<file path="config.mk">
export PLATFORM = sky130hd
export DESIGN_NAME = timer_mc
export DESIGN_NICKNAME = d
export VERILOG_FILES = /design/src/rtl/timer_mc.sv
export SDC_FILE = /design/constraint.sdc
export NUM_CORES = 1
export LEC_CHECK = 0
export ABC_AREA = 1
export BUFFER_PORTS_ARGS = -buffer_cell sky130_fd_sc_hd__buf_2
export CORE_ASPECT_RATIO = 0.5
export CORE_MARGIN = 4
export CORE_UTILIZATION = 30
export DETAILED_ROUTE_END_ITERATION = 10
export HOLD_SLACK_MARGIN = 0.03
export PLACE_DENSITY = 0.42
export SETUP_SLACK_MARGIN = 0.15
export SLEW_MARGIN = 20
export SYNTH_ARGS = -nofsm -noshare
export SYNTH_HDL_FRONTEND = slang
export SYNTH_SLANG_ARGS = --single-unit
</file>
<file path="constraint.sdc">
create_clock -name clk -period 4.1 [get_ports clk]
set_clock_uncertainty 0.05 [all_clocks]
set_input_delay 0.205 -clock clk [delete_from_list [all_inputs] [get_ports clk]]
set_output_delay 0.205 -clock clk [all_outputs]
set_load 0.01 [all_outputs]
</file>
<file path="src/rtl/timer_mc.sv">
// timer_mc: NUM_CH independent prescaled down-counting timers on a single-cycle memory-mapped bus.
// Optional snapshot registers (write 8'h0A, read channel offset +6) are built only with `TIMER_MC_SNAPSHOT_EN.
module timer_mc #(
  parameter int NUM_CH          = 4,
  parameter int TIMER_WIDTH     = 32,
  parameter int PRESCALER_WIDTH = 32
) (
  input  logic        clk,
  input  logic        reset_n,
  input  logic        cs,
  input  logic        we,
  input  logic [7:0]  address,
  input  logic [31:0] write_data,
  output logic [31:0] read_data,
  output logic        ready,
  output logic        irq
);

  localparam int TW = TIMER_WIDTH;
  localparam int PW = PRESCALER_WIDTH;

  localparam logic [7:0] ADDR_IRQ_STATUS = 8'h08;
  localparam logic [7:0] ADDR_GROUP      = 8'h09;
  localparam logic [7:0] ADDR_CH_FIRST   = 8'h10;
  localparam logic [7:0] ADDR_CH_END     = 8'h50;

  localparam logic [2:0] OFF_CTRL   = 3'd0;
  localparam logic [2:0] OFF_CONFIG = 3'd1;
  localparam logic [2:0] OFF_STATUS = 3'd2;
  localparam logic [2:0] OFF_PRESC  = 3'd3;
  localparam logic [2:0] OFF_TIMER  = 3'd4;
  localparam logic [2:0] OFF_CURR   = 3'd5;
  localparam logic [2:0] OFF_SNAP   = 3'd6;

  // A programmed prescaler of zero behaves like one.
  function automatic logic [PW-1:0] eff_presc(input logic [PW-1:0] p);
    if (p == '0) begin
      eff_presc = PW'(1);
    end else begin
      eff_presc = p;
    end
  endfunction

  logic [NUM_CH-1:0] running_q, running_d;
  logic [NUM_CH-1:0] reached_q, reached_d;
  logic [NUM_CH-1:0] periodic_q, periodic_d;
  logic [NUM_CH-1:0] irq_en_q, irq_en_d;
  logic [TW-1:0]     curr_q  [NUM_CH];
  logic [TW-1:0]     curr_d  [NUM_CH];
  logic [TW-1:0]     timer_q [NUM_CH];
  logic [TW-1:0]     timer_d [NUM_CH];
  logic [PW-1:0]     pcnt_q  [NUM_CH];
  logic [PW-1:0]     pcnt_d  [NUM_CH];
  logic [PW-1:0]     presc_q [NUM_CH];
  logic [PW-1:0]     presc_d [NUM_CH];
  logic              irq_q;

  logic              wr_s;
  logic              ch_space_s;
  logic [2:0]        ch_idx_s;
  logic [2:0]        reg_off_s;
  logic [NUM_CH-1:0] ch_sel_s;
  logic [NUM_CH-1:0] start_s;
  logic [NUM_CH-1:0] stop_s;
  logic [NUM_CH-1:0] clear_s;
  logic [NUM_CH-1:0] tc_s;
  logic [NUM_CH-1:0] irq_status_s;
  logic [31:0]       ch_rd_s [NUM_CH];

  assign wr_s         = cs & we;
  assign ch_space_s   = (address >= ADDR_CH_FIRST) && (address < ADDR_CH_END);
  // Channel blocks are 8 words starting at 8'h10, so the index is address[5:3] offset by two.
  assign ch_idx_s     = address[5:3] - 3'd2;
  assign reg_off_s    = address[2:0];
  assign irq_status_s = reached_q & irq_en_q;
  assign ready        = cs;
  assign irq          = irq_q;

  // Decode the current bus write into per-channel select and command strobes.
  always_comb begin
    for (int c = 0; c < NUM_CH; c++) begin
      ch_sel_s[c] = ch_space_s && (ch_idx_s == 3'(c));
      start_s[c]  = (wr_s && ch_sel_s[c] && (reg_off_s == OFF_CTRL) && write_data[0])
                 || (wr_s && (address == ADDR_GROUP) && write_data[c]);
      stop_s[c]   = wr_s && ch_sel_s[c] && (reg_off_s == OFF_CTRL) && write_data[1];
      clear_s[c]  = wr_s && ch_sel_s[c] && (reg_off_s == OFF_CTRL) && write_data[2];
    end
  end

  // Channel next-state: counting, terminal count, start/stop and idle-only register writes.
  always_comb begin
    for (int c = 0; c < NUM_CH; c++) begin
      running_d[c]  = running_q[c];
      reached_d[c]  = reached_q[c];
      periodic_d[c] = periodic_q[c];
      irq_en_d[c]   = irq_en_q[c];
      curr_d[c]     = curr_q[c];
      timer_d[c]    = timer_q[c];
      pcnt_d[c]     = pcnt_q[c];
      presc_d[c]    = presc_q[c];
      tc_s[c]       = running_q[c] && (pcnt_q[c] <= PW'(1)) && (curr_q[c] == TW'(1));

      if (running_q[c]) begin
        // A stop freezes the counters; a coincident terminal count still sets reached.
        if (stop_s[c]) begin
          running_d[c] = 1'b0;
        end else if (pcnt_q[c] > PW'(1)) begin
          pcnt_d[c] = pcnt_q[c] - PW'(1);
        end else begin
          pcnt_d[c] = eff_presc(presc_q[c]);
          if (tc_s[c]) begin
            if (periodic_q[c]) begin
              curr_d[c] = timer_q[c];
            end else begin
              curr_d[c]    = '0;
              running_d[c] = 1'b0;
            end
          end else begin
            curr_d[c] = curr_q[c] - TW'(1);
          end
        end
        reached_d[c] = (reached_q[c] & ~clear_s[c]) | tc_s[c];
      end else begin
        if (start_s[c] && !stop_s[c] && (timer_q[c] != '0)) begin
          pcnt_d[c]    = eff_presc(presc_q[c]);
          curr_d[c]    = timer_q[c];
          running_d[c] = 1'b1;
          reached_d[c] = 1'b0;
        end else begin
          reached_d[c] = reached_q[c] & ~clear_s[c];
        end

        if (wr_s && ch_sel_s[c]) begin
          case (reg_off_s)
            OFF_CONFIG: begin
              periodic_d[c] = write_data[0];
              irq_en_d[c]   = write_data[1];
            end
            OFF_PRESC: presc_d[c] = write_data[PW-1:0];
            OFF_TIMER: timer_d[c] = write_data[TW-1:0];
            default: begin
              presc_d[c] = presc_q[c];
            end
          endcase
        end else begin
          timer_d[c] = timer_q[c];
        end
      end
    end
  end

  // Channel state and interrupt registers.
  always_ff @(posedge clk or negedge reset_n) begin
    if (!reset_n) begin
      running_q  <= '0;
      reached_q  <= '0;
      periodic_q <= '0;
      irq_en_q   <= '0;
      irq_q      <= 1'b0;
      for (int c = 0; c < NUM_CH; c++) begin
        curr_q[c]  <= '0;
        pcnt_q[c]  <= '0;
        timer_q[c] <= TW'(1);
        presc_q[c] <= PW'(1);
      end
    end else begin
      running_q  <= running_d;
      reached_q  <= reached_d;
      periodic_q <= periodic_d;
      irq_en_q   <= irq_en_d;
      irq_q      <= |irq_status_s;
      curr_q     <= curr_d;
      pcnt_q     <= pcnt_d;
      timer_q    <= timer_d;
      presc_q    <= presc_d;
    end
  end

`ifdef TIMER_MC_SNAPSHOT_EN
  localparam logic [7:0] ADDR_SNAP = 8'h0A;
  logic [TW-1:0] snap_q [NUM_CH];

  // All channels capture their live count on the same edge for a coherent view.
  always_ff @(posedge clk or negedge reset_n) begin
    if (!reset_n) begin
      for (int c = 0; c < NUM_CH; c++) begin
        snap_q[c] <= '0;
      end
    end else if (wr_s && (address == ADDR_SNAP)) begin
      snap_q <= curr_q;
    end
  end
`endif

  // Per-channel readback value for the addressed offset.
  always_comb begin
    for (int c = 0; c < NUM_CH; c++) begin
      case (reg_off_s)
        OFF_CONFIG: ch_rd_s[c] = {30'h0, irq_en_q[c], periodic_q[c]};
        OFF_STATUS: ch_rd_s[c] = {30'h0, reached_q[c], running_q[c]};
        OFF_PRESC:  ch_rd_s[c] = 32'(presc_q[c]);
        OFF_TIMER:  ch_rd_s[c] = 32'(timer_q[c]);
        OFF_CURR:   ch_rd_s[c] = 32'(curr_q[c]);
`ifdef TIMER_MC_SNAPSHOT_EN
        OFF_SNAP:   ch_rd_s[c] = 32'(snap_q[c]);
`endif
        default:    ch_rd_s[c] = 32'h0;
      endcase
    end
  end

  // Combinational read mux; anything not mapped reads zero.
  always_comb begin
    read_data = 32'h0;
    if (cs && (address == ADDR_IRQ_STATUS)) begin
      read_data = 32'(irq_status_s);
    end else if (cs) begin
      for (int c = 0; c < NUM_CH; c++) begin
        read_data = read_data | (ch_sel_s[c] ? ch_rd_s[c] : 32'h0);
      end
    end else begin
      read_data = 32'h0;
    end
  end

endmodule

</file>
==> impl_metrics.toml <==
[floorplan]
initial_utilization = 0.304
die_height_um = 250
io_pins = 78
fp.dieW_um = 493
core_mm2 = 0.116
die_area_mm2 = 0.123
row_count = 88

[critical_path]
crit_path_start_kind = "flop"
required_ns = 3.85
arrival_ns = 3.15
critPathMaxFanout = 16
cp-end-kind = "output port"
critical_path_class = "flop to output port"

[power_and_ir_drop]
cellPowerDensity_mw_per_mm2 = 433
intPower_mw = 10.7
p_seq_frac = 0.405
combPwrFrac = 0.252
leakage_nw = 18.4
p_sw_mw = 6.51
clockPowerShare = 0.343
peakVddDrop_mv = 0.362
netSwitchingFraction = 0.379

[grt]
grt_max_degree = 89
grt_pass1_vias = 34600
antenna_found_initial = 13
grt_first_pass_wirelength_um = 247000
track_usage = 0.268
grt_overflow_total = 0

[final_layout]
stdcell_area_mm2 = 0.0398
layout.nets = 5457
multi_input_area_mm2 = 0.0190
seq_area_mm2 = 0.0132
area_delta_synth_final_pct = 12.9
nFillCells = 12700
drive_above_1_share = 0.0656

[place]
routabilityCongestion = 0.967
portBuffers = 77
detailed_place_hpwl_um = 129000
placed_area_mm2 = 0.0374

[clock_tree]
cts.sinks = 529
clockBufferDepth = 3
cts_root_buffer = "clkbuf_16"
insertion_delay_ns = 0.69
clk_pin_slew_ns = 0.07
cts_tree = "built"
cts_resized = 0
numCtsBuffers = 58
postCtsSetupBuffers = 0
cts_htree_levels = 2

[synth]
synth_cell_type_count = 51
synthCells = 5365
ys_seq_area_frac = 0.376
synth_largest_area_cell = "dfrtp_1"
ys_ff_latch = 529
syn_avg_cell_area_um2 = 6.56
netlist_area_mm2 = 0.0352
synth-edff-count = 0
yosys_warnings = 0
synth_nets = 5428
async_reset_ff_frac = 1.00
synth_area_leaders = "dfrtp_1 37%, nand2_1 20%, nor2_1 7.8%, o21ai_0 6.6%, inv_1 5.5%"
synthFlopType = "dfrtp_1"
synth_top_area_share = 0.370

[hold_path]
hp-class = "input port to flop"

[timing]
finalCriticalPeriod_ns = 3.41
relSlewSlack = 0.226
timing.fmax_mhz = 293
finalCritPeriodShare = 0.831
drv_slew = 0
setup_viol = 0
tns_ns = 0
worstMarginPinSlew_ns = 1.15
rsz0062_at_grt = "false"
hold_violations = 0

[detailed_routing]
postRouteAntennaNets = 0
wl_met2_um = 70400
drcViolationCount = 0
drt_iter0_markers = 4088
avgViaCountPerCell = 5.29
met3_length_um = 14100
topRoutingLayerUsed = "met5"
first_pass_iters = 6
wirelength_um = 170000
wirelength_met1_um = 79600
wire_per_inst_um = 24.2
num_vias = 37100

[flow_run]
max_cap_viol_count = 0

[run_status]
status = "complete, no violations"
==> cell usage in the layout (no fill, tap or decap), drive strengths merged, types with 77 or more instances in the layout <==
cell and instances:
nand3 300, clkbuf 78, nand2 1858, inv 536, o221ai 77, o21ai 552, dfrtp 521, buf 160
nor2 753, xor2 130, nand4 121
==> metal layers <==
layer  global-route usage  up-vias
li1                     -    17300
met1                0.397    18200
met2                0.391     1408
met3               0.0514      246
met4               0.0847        4
met5                    0        -
==> registers in the layout, summed over array words and instances (netlist names) <==
register    count
curr_q        128
irq             1
irq_en_q        4
pcnt_q        128
periodic_q      4
presc_q       128
reached_q       4
running_q       4
timer_q       128
==> cells by family (layout without fill, tap and decap cells) <==
family,Yosys count,in the layout,share of synthesized area
AOI/OAI and AO/OA,780,780,0.129
xor gates and xnor gates,165,165,0.0410
adders and majority gates,19,19,0.00675
buffers and inverters,761,839,0.0860
DFF,529,529,0.376
other,0,8,0
and+or+nand+nor,3111,3111,0.361
==> critical path, cell delays in order, from the launching register on <==
cell      delay [ns]
dfrtp_1         0.79
clkinv_1        0.49
o221ai_1        0.30
nor2_1          0.15
nor2_1          0.22
a21oi_1         0.10
nand2_1         0.09
nand2_1         0.05
nand2_1         0.11
buf_2           0.16
==> synth_stat cells, types with 3 or more instances <==
cell         n
nand2_2     17
o31ai_1      3
nand3b_1    11
nor2_4       3
o22ai_1     52
nand4_1    119
nor2_2      15
clkinv_1     3
o211ai_1    29
ha_1        19
o21ai_1     82
inv_2       19
or2_2        6
nor2_1     733
o21ai_2      7
xnor2_1     35
a41oi_1     28
dfrtp_1    521
buf_4       13
and3_1       3
o221ai_1    77
a21oi_2      3
xor2_1     130
o21ai_0    463
dfstp_2      8
nor3_1      33
buf_2       74
clkbuf_1   113
inv_1      515
nand3_2      5
nor4_1      18
buf_6        4
a21oi_1     23
and2_1       3
o21bai_1     4
nand2_1   1839
a31oi_1      3
nand3_1    295
buf_1       20
==> per-stage QoR <==
step	total power [mW]	std cells	hold WS, ns	setup WS (ns)	utilization
CTS	17.3	7018	0.0532	0.724	0.343
floorplan	9.69	5365	-0.141	2.03	-
finish	17.2	7026	0.125	0.691	0.343
detailed placement	11.3	6876	0.274	0.862	0.322
global route	18.2	7021	0.154	0.552	0.343
global placement	11.3	6876	0.287	0.807	0.322
==> timing repair <==
action,in CTS,in global routing
hold buffers,33,0
hold endpoints to repair,211,0
setup endpoints to repair,0,0
==> power groups by stage <==
stage,sequential (mW),combinational (mW),clock (mW)
after floorplan,6.67,3.01,0
after global placement,7.05,4.24,0
after detailed placement,7.04,4.27,0
after CTS,6.96,4.31,6.03
after global routing,7.07,4.92,6.22
final,6.96,4.34,5.89
==> layout make-up <==
cell class	instances	share of cell area
sequential	529	0.333
tap	1575	0.0496
antenna	8	0.000504
clock buffer	78	0.0402
inverter	537	0.0507
clock inverter	31	0.0105
multi-input combinational	4075	0.478
timing repair buffer	193	0.0371
==> worst paths after layout <==
path	to	slack, ns	cells after the start	from
min	reached_q[0]	0.12	5	address[2]
max	read_data[0]	0.69	9	running_q[3]
max in group asynchronous	pcnt_q[101]	2.77	3	reset_n
max reg2reg	curr_q[123]	0.90	14	pcnt_q[96]
min reg2reg	presc_q[109]	0.44	2	presc_q[109]
min in group asynchronous	pcnt_q[51]	0.15	2	reset_n
Power figures use the tool's default switching activity.
